## src/rtl/bp_l15_decoder_if.sv

```systemverilog
// Bundle of the BlackParrot command channels and the L1.5 request/response handshake.
// The slave modport is the decoder's view; the master modport is the environment's view.
interface bp_l15_decoder_if #(
    parameter int paddr_width_p       = 40,
    parameter int mem_payload_width_p = 10
);
    logic                           mem_cmd_v_i;
    logic                           mem_cmd_ready_o;
    logic [paddr_width_p-1:0]       mem_cmd_addr_i;
    logic [mem_payload_width_p-1:0] mem_cmd_payload_i;
    logic                           mem_cmd_nc_i;
    logic [1:0]                     mem_cmd_size_i;

    logic                           mem_data_cmd_v_i;
    logic                           mem_data_cmd_ready_o;
    logic [paddr_width_p-1:0]       mem_data_cmd_addr_i;
    logic [mem_payload_width_p-1:0] mem_data_cmd_payload_i;
    logic [1:0]                     mem_data_cmd_size_i;
    logic [63:0]                    mem_data_cmd_data_i;

    logic                           transducer_l15_val;
    logic [4:0]                     transducer_l15_rqtype;
    logic                           transducer_l15_nc;
    logic [2:0]                     transducer_l15_size;
    logic [paddr_width_p-1:0]       transducer_l15_address;
    logic [63:0]                    transducer_l15_data;
    logic                           l15_transducer_ack;
    logic                           l15_transducer_val;

    logic                           transducer_l15_req_ack;
    logic [mem_payload_width_p-1:0] mem_payload_o;
    logic [1:0]                     nc_size_o;
    logic                           protocol_error_o;

    modport slave (
        input  mem_cmd_v_i, mem_cmd_addr_i, mem_cmd_payload_i, mem_cmd_nc_i, mem_cmd_size_i,
        input  mem_data_cmd_v_i, mem_data_cmd_addr_i, mem_data_cmd_payload_i,
        input  mem_data_cmd_size_i, mem_data_cmd_data_i,
        input  l15_transducer_ack, l15_transducer_val,
        output mem_cmd_ready_o, mem_data_cmd_ready_o,
        output transducer_l15_val, transducer_l15_rqtype, transducer_l15_nc,
        output transducer_l15_size, transducer_l15_address, transducer_l15_data,
        output transducer_l15_req_ack, mem_payload_o, nc_size_o, protocol_error_o
    );

    modport master (
        output mem_cmd_v_i, mem_cmd_addr_i, mem_cmd_payload_i, mem_cmd_nc_i, mem_cmd_size_i,
        output mem_data_cmd_v_i, mem_data_cmd_addr_i, mem_data_cmd_payload_i,
        output mem_data_cmd_size_i, mem_data_cmd_data_i,
        output l15_transducer_ack, l15_transducer_val,
        input  mem_cmd_ready_o, mem_data_cmd_ready_o,
        input  transducer_l15_val, transducer_l15_rqtype, transducer_l15_nc,
        input  transducer_l15_size, transducer_l15_address, transducer_l15_data,
        input  transducer_l15_req_ack, mem_payload_o, nc_size_o, protocol_error_o
    );
endinterface

```

## src/rtl/bp_l15_decoder.sv

```systemverilog
// Turns one BlackParrot read/write command into an L1.5 transducer request and
// blocks further commands until the L1.5 response for it has come back.
module bp_l15_decoder #(
    parameter int paddr_width_p       = 40,
    parameter int mem_payload_width_p = 10
) (
    input  logic            clk_i,
    input  logic            reset_n_i,
    bp_l15_decoder_if.slave bus
);
    localparam logic [1:0] STATE_IDLE   = 2'd0;
    localparam logic [1:0] STATE_REQ    = 2'd1;
    localparam logic [1:0] STATE_WAIT   = 2'd2;
    localparam logic [4:0] RQTYPE_LOAD  = 5'b00000;
    localparam logic [4:0] RQTYPE_STORE = 5'b00001;

    logic [1:0]                     state_reg, state_next;
    logic [paddr_width_p-1:0]       addr_reg, addr_next;
    logic [mem_payload_width_p-1:0] payload_reg, payload_next;
    logic [1:0]                     nc_size_reg, nc_size_next;
    logic [2:0]                     pcx_size_reg, pcx_size_next;
    logic                           store_reg, store_next;
    logic                           nc_reg, nc_next;
    logic [63:0]                    data_reg, data_next;
    logic                           error_reg, error_next;

    logic        idle;
    logic        rd_fire;
    logic        wr_fire;
    logic        wr_aligned;
    logic [63:0] wr_data_rep;

    // Readies are gated by the reset input so they are low for the whole reset window.
    assign idle                     = reset_n_i & (state_reg == STATE_IDLE);
    assign bus.mem_data_cmd_ready_o = idle;
    assign bus.mem_cmd_ready_o      = idle & ~bus.mem_data_cmd_v_i;
    assign wr_fire                  = bus.mem_data_cmd_v_i & bus.mem_data_cmd_ready_o;
    assign rd_fire                  = bus.mem_cmd_v_i & bus.mem_cmd_ready_o;

    // Each store byte lane takes the source byte that repeats with the access width.
    for (genvar gi = 0; gi < 8; gi++) begin : g_rep
        localparam int LO2 = (gi % 2) * 8;
        localparam int LO4 = (gi % 4) * 8;
        assign wr_data_rep[gi*8 +: 8] =
            (bus.mem_data_cmd_size_i == 2'd0) ? bus.mem_data_cmd_data_i[7:0] :
            (bus.mem_data_cmd_size_i == 2'd1) ? bus.mem_data_cmd_data_i[LO2 +: 8] :
            (bus.mem_data_cmd_size_i == 2'd2) ? bus.mem_data_cmd_data_i[LO4 +: 8] :
                                                bus.mem_data_cmd_data_i[gi*8 +: 8];
    end

    always_comb begin
        case (bus.mem_data_cmd_size_i)
            2'd0:    wr_aligned = 1'b1;
            2'd1:    wr_aligned = (bus.mem_data_cmd_addr_i[0] == 1'b0);
            2'd2:    wr_aligned = (bus.mem_data_cmd_addr_i[1:0] == 2'b00);
            default: wr_aligned = (bus.mem_data_cmd_addr_i[2:0] == 3'b000);
        endcase
    end

    always_comb begin
        state_next    = state_reg;
        addr_next     = addr_reg;
        payload_next  = payload_reg;
        nc_size_next  = nc_size_reg;
        pcx_size_next = pcx_size_reg;
        store_next    = store_reg;
        nc_next       = nc_reg;
        data_next     = data_reg;
        error_next    = error_reg;
        case (state_reg)
            STATE_IDLE: begin
                if (wr_fire) begin
                    // A misaligned store is swallowed: flag it and stay idle.
                    if (wr_aligned) begin
                        addr_next     = bus.mem_data_cmd_addr_i;
                        payload_next  = bus.mem_data_cmd_payload_i;
                        nc_size_next  = bus.mem_data_cmd_size_i;
                        pcx_size_next = {1'b0, bus.mem_data_cmd_size_i};
                        store_next    = 1'b1;
                        nc_next       = 1'b1;
                        data_next     = wr_data_rep;
                        state_next    = STATE_REQ;
                    end else begin
                        error_next = 1'b1;
                    end
                end else if (rd_fire) begin
                    addr_next     = bus.mem_cmd_nc_i ? bus.mem_cmd_addr_i
                                                     : {bus.mem_cmd_addr_i[paddr_width_p-1:4], 4'b0000};
                    payload_next  = bus.mem_cmd_payload_i;
                    nc_size_next  = bus.mem_cmd_size_i;
                    pcx_size_next = bus.mem_cmd_nc_i ? {1'b0, bus.mem_cmd_size_i} : 3'b111;
                    store_next    = 1'b0;
                    nc_next       = bus.mem_cmd_nc_i;
                    data_next     = 64'd0;
                    state_next    = STATE_REQ;
                end
            end
            STATE_REQ: begin
                if (bus.l15_transducer_ack) begin
                    state_next = STATE_WAIT;
                end
            end
            STATE_WAIT: begin
                if (bus.l15_transducer_val) begin
                    state_next = STATE_IDLE;
                end
            end
            default: state_next = STATE_IDLE;
        endcase
    end

    always_ff @(posedge clk_i or negedge reset_n_i) begin
        if (!reset_n_i) begin
            state_reg    <= STATE_IDLE;
            addr_reg     <= '0;
            payload_reg  <= '0;
            nc_size_reg  <= '0;
            pcx_size_reg <= '0;
            store_reg    <= 1'b0;
            nc_reg       <= 1'b0;
            data_reg     <= '0;
            error_reg    <= 1'b0;
        end else begin
            state_reg    <= state_next;
            addr_reg     <= addr_next;
            payload_reg  <= payload_next;
            nc_size_reg  <= nc_size_next;
            pcx_size_reg <= pcx_size_next;
            store_reg    <= store_next;
            nc_reg       <= nc_next;
            data_reg     <= data_next;
            error_reg    <= error_next;
        end
    end

    assign bus.transducer_l15_val     = (state_reg == STATE_REQ);
    assign bus.transducer_l15_rqtype  = store_reg ? RQTYPE_STORE : RQTYPE_LOAD;
    assign bus.transducer_l15_nc      = nc_reg;
    assign bus.transducer_l15_size    = pcx_size_reg;
    assign bus.transducer_l15_address = addr_reg;
    assign bus.transducer_l15_data    = data_reg;
    assign bus.transducer_l15_req_ack = bus.transducer_l15_val & bus.l15_transducer_ack;
    assign bus.mem_payload_o          = payload_reg;
    assign bus.nc_size_o              = nc_size_reg;
    assign bus.protocol_error_o       = error_reg;
endmodule

```

## src/flat_wrapper.sv

```systemverilog
// flat-port wrapper written by rule: the top's interface ports become plain ports
module bp_l15_decoder_flat 
#(
    parameter int paddr_width_p       = 40,
    parameter int mem_payload_width_p = 10
)
  (clk_i, reset_n_i, bus_mem_cmd_v_i, bus_mem_cmd_addr_i, bus_mem_cmd_payload_i, bus_mem_cmd_nc_i, bus_mem_cmd_size_i, bus_mem_data_cmd_v_i, bus_mem_data_cmd_addr_i, bus_mem_data_cmd_payload_i, bus_mem_data_cmd_size_i, bus_mem_data_cmd_data_i, bus_l15_transducer_ack, bus_l15_transducer_val, bus_mem_cmd_ready_o, bus_mem_data_cmd_ready_o, bus_transducer_l15_val, bus_transducer_l15_rqtype, bus_transducer_l15_nc, bus_transducer_l15_size, bus_transducer_l15_address, bus_transducer_l15_data, bus_transducer_l15_req_ack, bus_mem_payload_o, bus_nc_size_o, bus_protocol_error_o);
  bp_l15_decoder_if #(.paddr_width_p(paddr_width_p), .mem_payload_width_p(mem_payload_width_p)) bus_i ();
  input  logic clk_i;
  input  logic reset_n_i;
  input wire logic [$bits(bus_i.mem_cmd_v_i)-1:0] bus_mem_cmd_v_i;
  input wire logic [$bits(bus_i.mem_cmd_addr_i)-1:0] bus_mem_cmd_addr_i;
  input wire logic [$bits(bus_i.mem_cmd_payload_i)-1:0] bus_mem_cmd_payload_i;
  input wire logic [$bits(bus_i.mem_cmd_nc_i)-1:0] bus_mem_cmd_nc_i;
  input wire logic [$bits(bus_i.mem_cmd_size_i)-1:0] bus_mem_cmd_size_i;
  input wire logic [$bits(bus_i.mem_data_cmd_v_i)-1:0] bus_mem_data_cmd_v_i;
  input wire logic [$bits(bus_i.mem_data_cmd_addr_i)-1:0] bus_mem_data_cmd_addr_i;
  input wire logic [$bits(bus_i.mem_data_cmd_payload_i)-1:0] bus_mem_data_cmd_payload_i;
  input wire logic [$bits(bus_i.mem_data_cmd_size_i)-1:0] bus_mem_data_cmd_size_i;
  input wire logic [$bits(bus_i.mem_data_cmd_data_i)-1:0] bus_mem_data_cmd_data_i;
  input wire logic [$bits(bus_i.l15_transducer_ack)-1:0] bus_l15_transducer_ack;
  input wire logic [$bits(bus_i.l15_transducer_val)-1:0] bus_l15_transducer_val;
  output wire logic [$bits(bus_i.mem_cmd_ready_o)-1:0] bus_mem_cmd_ready_o;
  output wire logic [$bits(bus_i.mem_data_cmd_ready_o)-1:0] bus_mem_data_cmd_ready_o;
  output wire logic [$bits(bus_i.transducer_l15_val)-1:0] bus_transducer_l15_val;
  output wire logic [$bits(bus_i.transducer_l15_rqtype)-1:0] bus_transducer_l15_rqtype;
  output wire logic [$bits(bus_i.transducer_l15_nc)-1:0] bus_transducer_l15_nc;
  output wire logic [$bits(bus_i.transducer_l15_size)-1:0] bus_transducer_l15_size;
  output wire logic [$bits(bus_i.transducer_l15_address)-1:0] bus_transducer_l15_address;
  output wire logic [$bits(bus_i.transducer_l15_data)-1:0] bus_transducer_l15_data;
  output wire logic [$bits(bus_i.transducer_l15_req_ack)-1:0] bus_transducer_l15_req_ack;
  output wire logic [$bits(bus_i.mem_payload_o)-1:0] bus_mem_payload_o;
  output wire logic [$bits(bus_i.nc_size_o)-1:0] bus_nc_size_o;
  output wire logic [$bits(bus_i.protocol_error_o)-1:0] bus_protocol_error_o;
  assign bus_i.mem_cmd_v_i = bus_mem_cmd_v_i;
  assign bus_i.mem_cmd_addr_i = bus_mem_cmd_addr_i;
  assign bus_i.mem_cmd_payload_i = bus_mem_cmd_payload_i;
  assign bus_i.mem_cmd_nc_i = bus_mem_cmd_nc_i;
  assign bus_i.mem_cmd_size_i = bus_mem_cmd_size_i;
  assign bus_i.mem_data_cmd_v_i = bus_mem_data_cmd_v_i;
  assign bus_i.mem_data_cmd_addr_i = bus_mem_data_cmd_addr_i;
  assign bus_i.mem_data_cmd_payload_i = bus_mem_data_cmd_payload_i;
  assign bus_i.mem_data_cmd_size_i = bus_mem_data_cmd_size_i;
  assign bus_i.mem_data_cmd_data_i = bus_mem_data_cmd_data_i;
  assign bus_i.l15_transducer_ack = bus_l15_transducer_ack;
  assign bus_i.l15_transducer_val = bus_l15_transducer_val;
  assign bus_mem_cmd_ready_o = bus_i.mem_cmd_ready_o;
  assign bus_mem_data_cmd_ready_o = bus_i.mem_data_cmd_ready_o;
  assign bus_transducer_l15_val = bus_i.transducer_l15_val;
  assign bus_transducer_l15_rqtype = bus_i.transducer_l15_rqtype;
  assign bus_transducer_l15_nc = bus_i.transducer_l15_nc;
  assign bus_transducer_l15_size = bus_i.transducer_l15_size;
  assign bus_transducer_l15_address = bus_i.transducer_l15_address;
  assign bus_transducer_l15_data = bus_i.transducer_l15_data;
  assign bus_transducer_l15_req_ack = bus_i.transducer_l15_req_ack;
  assign bus_mem_payload_o = bus_i.mem_payload_o;
  assign bus_nc_size_o = bus_i.nc_size_o;
  assign bus_protocol_error_o = bus_i.protocol_error_o;
  bp_l15_decoder #(.paddr_width_p(paddr_width_p), .mem_payload_width_p(mem_payload_width_p)) u_core (.clk_i(clk_i), .reset_n_i(reset_n_i), .bus(bus_i));
endmodule
```

## config.mk

```make
export PLATFORM = sky130hd
export DESIGN_NAME = bp_l15_decoder_flat
export DESIGN_NICKNAME = d
export VERILOG_FILES = /design/src/rtl/bp_l15_decoder_if.sv /design/src/rtl/bp_l15_decoder.sv /design/src/flat_wrapper.sv
export SDC_FILE = /design/constraint.sdc
export NUM_CORES = 1
export LEC_CHECK = 0
export CAP_MARGIN = 30
export CORE_UTILIZATION = 35
export CTS_CLUSTER_DIAMETER = 120
export DETAILED_ROUTE_END_ITERATION = 8
export PLACE_DENSITY_LB_ADDON = 0.1
export SLEW_MARGIN = 0
export SYNTH_ARGS = -nofsm -noshare
export SYNTH_HDL_FRONTEND = slang
export SYNTH_SLANG_ARGS = --single-unit
```

## constraint.sdc

```tcl
create_clock -name clk_i -period 2.05 [get_ports clk_i]
set_input_delay 0.205 -clock clk_i [delete_from_list [all_inputs] [get_ports clk_i]]
set_output_delay 0.205 -clock clk_i [all_outputs]
set_load 0.02 [all_outputs]
```

# == Yosys cells after proc, flatten, opt, wreduce, memory -nomap -nowiden ==
# Index checks and enable logic that the tools add are counted.
# totals
reg_bits,124
inputBits,175
output_inout_bits,130
# classes
n_eq_ne,9
muxes,47
bitwise,8
reduce_logical,8
# op_table
operator,n
$mux W64,3
$mux W8,17
$mux W40,3
$mux W10,3
$mux W2,8
$mux W3,4
$logic_not A2 Y1,3
$mux W1,6
$ne A2 B2 Y1 const B,3
$pmux W2 S3,1
$reduce_and A3 Y1,2
$and A1 B1 Y1,5
$eq A2 B1 Y1 const B,2
$eq A2 B2 Y1 const B,2
$mux W4,1
$reduce_and A4 Y1,1
$logic_not A3 Y1,1
$ne A3 B1 Y1 const B,1
$ne A3 B3 Y1 const B,1
$not A1 Y1,3
$pmux W1 S3,1
$reduce_bool A2 Y1,1

# == Longest topological paths before layout ==
# Gate-level depths: netlist of the first run.
# depth
word_depth,7
ltp_mapped,8
mapped_depth_nobuf,4

# == Worst setup path before layout of the first run ==
# OpenSTA, ideal clock, no wires.
# synth_path
kind,reg-to-reg
startpoint,register u_core.state_reg[0]
endpoint,"register u_core.data_reg[47], in the netlist u_core.bus.transducer_l15_data[47]"
setup_ps,122
arrival_time_ps,1846
required_ps,1928
setup_slack_ps,82
path_stages_with_launch,8
period_less_slack_ps,1968
path_cell_list,dfrtp_1 -> nor4b_2 -> and2_1 -> buf_2 -> nor2_4 -> buf_6 -> buf_6 -> a32o_1
# synth_between
elab_chain_len,6
elab_cells_between_ends,9
classes_between,1 x eq/ne; 1 x mux; 4 x bitwise; 3 x reduce/logical
# synth_rtl
item,line_no,text
start: declaration,bp_l15_decoder.sv:17,"logic [1:0] state_reg, state_next;"
start signal: assignment,bp_l15_decoder.sv:124,state_reg <= state_next;
$logic_not A2 Y1,bp_l15_decoder.sv:34,assign idle = reset_n_i & (state_reg == STATE_IDLE);
$and A1 B1 Y1,bp_l15_decoder.sv:34,
$and A1 B1 Y1,bp_l15_decoder.sv:36,assign bus.mem_cmd_ready_o = idle & ~bus.mem_data_cmd_v_i;
named net bus_mem_cmd_ready_o,flat_wrapper.sv:23,output wire logic [$bits(bus_i.mem_cmd_ready_o)-1:0] bus_mem_cmd_ready_o;
$and A1 B1 Y1,bp_l15_decoder.sv:38,assign rd_fire = bus.mem_cmd_v_i & bus.mem_cmd_ready_o;
$reduce_bool A2 Y1 (no line),--,
$reduce_and A3 Y1 (no line),--,
end signal: assignment,bp_l15_decoder.sv:131,data_reg <= data_next;
end: declaration,bp_l15_decoder.sv:24,"logic [63:0] data_reg, data_next;"
# The timed path passes the listed nets, and every way through them passes these cells.
# A chain may end at the register's enable or synchronous reset.

# == Worst setup path in the final report of the first run ==
# layout_path
startpoint,register u_core.state_reg[0]
endpoint,output bus_transducer_l15_val
# layout_between
elab_chain_len,1
# layout_rtl
item,line_no,text
$eq A2 B1 Y1,bp_l15_decoder.sv:136,assign bus.transducer_l15_val = (state_reg == STATE_REQ);
end: declaration,flat_wrapper.sv:25,output wire logic [$bits(bus_i.transducer_l15_val)-1:0] bus_transducer_l15_val;
# No other way between the ends.

==> results.toml, run 1 <==
[status]
outcome = "finished clean"

[job]
cap_viol_max_count = 0

[worst_setup_path]
required_ns = 1.85
worstSetupStartpointType = "flop"
path_max_fanout = 6
cp-end-kind = "output pin"
arrival_ns = 1.77
critical_path_class = "flop to output pin"

[logic_synthesis]
synth_area_per_cell_um2 = 10.8
yosysTopAreaCellShare_pct = 53.6
yosysTopAreaCell = "dfrtp_1"
syn-cell-area_um2 = 5790
yosysWarnings = 0
synth-seq-cells = 124
yosysMostFrequentCell = "dfrtp_1"
synthTopCellsByCount = "dfrtp_1 (124), nor2_1 (55), mux2i_1 (50), nor3_1 (50), o22ai_1 (46)"
syn_inst = 534
async_flop_share_pct = 100
synth_area_leaders = "dfrtp_1 (54%), mux2i_1 (8.6%), o22ai_1 (5.0%)"
synth_edf_count = 0
synth_ff_type = "dfrtp_1"
synth_cell_types = 37
yosysSeqAreaShare_pct = 53.6

[placed_design]
post-place-ws_ns = 0.0663
dpl.hpwl_mm = 14.6
placed_cell_area_um2 = 9060
gp_congestion = 0.804
portBuffers = 300

[sta]
min_period_ns = 1.98
hold_viol_final = 0
setup_violations = 0
maxSlewHeadroom_pct = 33.0
worst_slew_pin_slew_ns = 1.00
fin_crit_sh_pct = 96.5
slew_violations = 0
rsz0062_at_grt = "no"
clock_skew_ns = 0.00768
setup-tns-final_ns = 0
setup_ws_ns = 0.0714
max_freq_ghz = 0.505

[global_routing]
grt_pass1_wl_mm = 30.4
track_usage_pct = 24.0
grt_max_degree = 118
antenna_found_initial = 1
grt-ovfl-total = 0
grt_pass1_vias = 5595

[clock_tree]
htree_levels = 4
cts_buffers = 17
cts_root_buffer = "clkbuf_16"
cts_setup_buffers = 0
cts_tree = "done"
cts_sinks = 124
clk_pin_slew_worst_paths_ns = 0.06
clock_path_buffers = 2
clock_latency_ns = 0.41

[layout]
regArea_um2 = 3100
n_antenna_cell = 0
nFillCells = 1338
multi_input_area_um2 = 2420
drive_gt1_share_pct = 8.52
final_area_um2 = 9690
area_delta_synth_final_pct = 67.2
finalNetCount = 1007
largest_register_ffs = 64

[power]
p_leak_uw = 0.00406
powerDensity_nw_per_um2 = 1200
ir_drop_uv = 620
p_total_uw = 11600

[floorplan]
die_area_um2 = 17100
die_x_um = 131
rows = 46
num_io_pins = 305
fp.dieH_um = 131
coreArea_um2 = 16000
initial_core_util_pct = 36.2

[routing]
drt_iter0_markers = 284
wire_per_inst_um = 18.9
ant_nets = 0
wl_mm = 20.0
first_pass_iters = 4
drc = 0
viasPerCell = 5.27
vias = 5587

[hold_path]
hold_path.class = "input pin to asynchronous set/reset pin"
## area by class of cell
| cell class | count | share of cell area (%) |
|---|---|---|
| inverter | 2 | 0.0775 |
| tap | 216 | 2.79 |
| clock buffer | 22 | 4.90 |
| multi-input combinational | 358 | 24.9 |
| sequential | 124 | 32.0 |
| timing repair buffer | 329 | 33.8 |
| clock inverter | 10 | 1.43 |
## per-stage QoR
step / std cells / util [%] / hold slack, ns
6_report: 1061 / 60.5 / 0.175
5_1_grt: 1061 / 60.5 / 0.193
4_1_cts: 1061 / 60.5 / 0.166
3_5_place_dp: 1028 / 56.6 / 0.0301
3_3_place_gp: 1028 / 56.6 / 0.0298
2_1_floorplan: 537 / - / -0.0906
## report_power, final
group / switching, uW / leakage, uW / internal [uW]
clock: 1090 / 0.000288 / 2000
sequential: 492 / 0.00150 / 3300
combinational: 2330 / 0.00227 / 2420
total: 3910 / 0.00406 / 7730
## per-layer routing
metal  GRT usage [%]  vias up  part of all wire (%)
met2            41.6      242                    51
met3            6.92       30                   7.0
li1                -     2592                     -
met5               0        -                 0.040
met4            9.87        2                   2.5
met1            27.7     2721                    40
## cell usage in the layout (no fill, tap or decap), types with 3 or more instances in the layout
cell type	count
clkdlybuf4s50_1	294
dfrtp_1	124
nor2_1	55
mux2i_1	50
nor3_1	50
o22ai_1	46
nand2_1	29
a32o_1	24
o2bb2ai_1	24
buf_4	23
clkbuf_16	17
a22o_1	16
a21oi_1	11
and2_1	8
a211o_1	8
nand2b_1	8
buf_12	5
o221a_2	4
conb_1	4
clkinvlp_4	4
o21ai_0	3
bufinv_16	3
clkbuf_8	3
## kinds of logic (layout without fill, tap and decap cells)
group,Yosys count,after routing,share of synthesized area (%)
simple gates,160,160,12.9
compound gates,143,143,19.4
flops,124,124,53.6
buf+inv,55,363,5.21
mux,51,51,8.84
other cells,1,4,0.0647
## timing repair
item / 4_1_cts / 5_1_grt
hold endpoints to repair: 9 / 0
hold buffers: 1 / 0
setup endpoints to repair: 2 / 1
gates resized for setup: 2 / 1
## worst max-delay path, cell delays in order, from the launching register on
cell             delay, ns
dfrtp_1               0.44
nor2b_1               0.23
clkdlybuf4s50_1       0.70
## path summary, 6_finish.rpt
kind                                                         start                                           endpoint  slack, ns  cells past startpoint
setup reg to reg                   u_core.state_reg[1]$_DFFE_PN0P_     u_core.bus.transducer_l15_data[48]$_DFFE_PN0P_       0.34                      5
max in group asynchronous                                reset_n_i  u_core.bus.transducer_l15_address[26]$_DFFE_PN0P_       1.03                      3
hold reg to reg            u_core.bus.protocol_error_o$_DFFE_PN0P_            u_core.bus.protocol_error_o$_DFFE_PN0P_       0.45                      1
setup / recovery                   u_core.state_reg[0]$_DFFE_PN0P_                             bus_transducer_l15_val       0.07                      2
min in group clk_i                          bus_l15_transducer_ack                    u_core.state_reg[0]$_DFFE_PN0P_       0.39                      2
hold / removal                                           reset_n_i                    u_core.state_reg[1]$_DFFE_PN0P_       0.17                      2
No activity file was read; power rests on OpenSTA's default activity.
==> run 2: changes to the inputs <==
CORE_MARGIN = 2   (was unset)
clock period = 2.5 ns   (was 2.05 ns; I/O delays follow)
==> results.toml, run 2 (synthesized netlist as in run 1, its figures left out) <==
[status]
outcome = "finished clean"

[layout]
area_delta_synth_final_pct = 66.6
final_common_cell = "clkdlybuf4s50_1"
finalNetCount = 1001
largest_register_ffs = 64
final_cell_mix = "clkdlybuf4s50_1 (297), dfrtp_1 (124), nor2_1 (55)"
n_antenna_cell = 0
postLayoutCoreUtil_pct = 58.8
nFillCells = 1346
drive_gt1_share_pct = 7.87

[clock_tree]
cts_buffers = 17
htree_levels = 4
cts_sinks = 124
clock_latency_ns = 0.42
cts_tree = "done"
post_cts_resize_count = 0
cts_setup_buffers = 0
cts_root_buffer = "clkbuf_16"
clock_path_buffers = 2
postCtsHoldBufs = 1
clk_pin_slew_worst_paths_ns = 0.06

[sta]
setup_violations = 0
worst_slew_pin_slew_ns = 1.04
fin_crit_sh_pct = 92.1
slew_violations = 0
hold_viol_final = 0
min_period_ns = 2.30
rsz0062_at_grt = "no"
fin_hold_ws_ns = 0.266
max_freq_ghz = 0.434
clock_skew_ns = 0.00670
setup-tns-final_ns = 0
maxSlewHeadroom_pct = 30.7

[routing]
drc = 0
wl_mm = 20.5
first_pass_iters = 4
ant_nets = 0
vias = 5506
drt_iter0_markers = 202
wire_per_inst_um = 19.3
viasPerCell = 5.20

[floorplan]
initial_core_util_pct = 35.3
fp.dieH_um = 133
rows = 47
num_io_pins = 305
coreArea_um2 = 16400
die_area_um2 = 17600
die_x_um = 133

[worst_setup_path]
path_max_fanout = 41
reg2regPathDepth = 5
critical_path_class = "input pin to flop"
required_ns = 2.83
arrival_ns = 2.63
cp-end-kind = "flop"
r2r-end = "u_core.bus.transducer_l15_data[20]$_DFFE_PN0P_"
reg2reg_setup_slack_ns = 0.33
r2r-start = "u_core.state_reg[1]$_DFFE_PN0P_"
worstSetupStartpointType = "input pin"

[power]
p_leak_uw = 0.00401
powerDensity_nw_per_um2 = 1000
ir_drop_uv = 556

[global_routing]
grt_pass1_vias = 5744
grt_max_degree = 91
antenna_found_initial = 0
grt-ovfl-total = 0
grt_pass1_wl_mm = 32.3
track_usage_pct = 23.7

[job]
cap_viol_max_count = 0

[placed_design]
portBuffers = 300
dpl.hpwl_mm = 14.6
gp_congestion = 0.786

[hold_path]
hold_path.class = "input pin to asynchronous set/reset pin"
run 2: layer usage:
layer  global-route usage, %  vias up  wire length (um)
li1                        -     2590                 -
met1                    28.1     2661              8100
met2                    40.4      236             10500
met3                    7.78       19              1510
met4                    7.89        0               310
met5                       0        -                 0
run 2: worst max-delay path by stage:
| stage | start | to | slack, ns | cells past startpoint |
|---|---|---|---|---|
| after floorplan | u_core.state_reg[0]$_DFFE_PN0P_ | u_core.bus.transducer_l15_data[47]$_DFFE_PN0P_ | 0.53 | 7 |
| after global placement | bus_mem_data_cmd_addr_i[2] | u_core.bus.transducer_l15_data[49]$_DFFE_PN0P_ | 0.08 | 6 |
| after detailed placement | bus_mem_data_cmd_addr_i[2] | u_core.bus.transducer_l15_data[49]$_DFFE_PN0P_ | 0.02 | 6 |
| after CTS | reset_n_i | u_core.bus.transducer_l15_data[20]$_DFFE_PN0P_ | 0.19 | 7 |
| after global routing | reset_n_i | u_core.bus.transducer_l15_data[36]$_DFFE_PN0P_ | 0.11 | 7 |
| final | reset_n_i | u_core.bus.transducer_l15_data[20]$_DFFE_PN0P_ | 0.20 | 7 |
run 2: worst max-delay path: stages:
cell,delay (ns)
dlygate4sd3_1,0.58
buf_4,0.19
nor4b_2,0.18
and2_2,0.22
nor2_4,0.78
buf_12,0.27
o2bb2ai_1,0.15
run 2: final cells by class:
| cell class | count | area, um2 | area share, % |
|---|---|---|---|
| clock inverter | 10 | 163 | 1.69 |
| clock buffer | 22 | 474 | 4.91 |
| tap | 220 | 275 | 2.85 |
| multi-input combinational | 358 | 2420 | 25.0 |
| sequential | 124 | 3100 | 32.2 |
| timing repair buffer | 323 | 3210 | 33.3 |
| inverter | 2 | 7.51 | 0.0778 |
run 2: metrics by stage:
stage          total power (uW)  setup WS (ns)  cell area [um2]  instances
3_5_place_dp               7040         0.0152             8970       1024
5_1_grt                   10100          0.109             9650       1059
4_1_cts                    9740          0.194             9610       1057
6_report                   9650          0.198             9650       1059
3_3_place_gp               6980         0.0844             8970       1024
2_1_floorplan              4920          0.532             5800        537
run 2: report_power, final:
part	switching, uW	internal, uW	total [uW]
Clock	910	1750	2660
Combinational	1910	1970	3880
Sequential	413	2710	3120
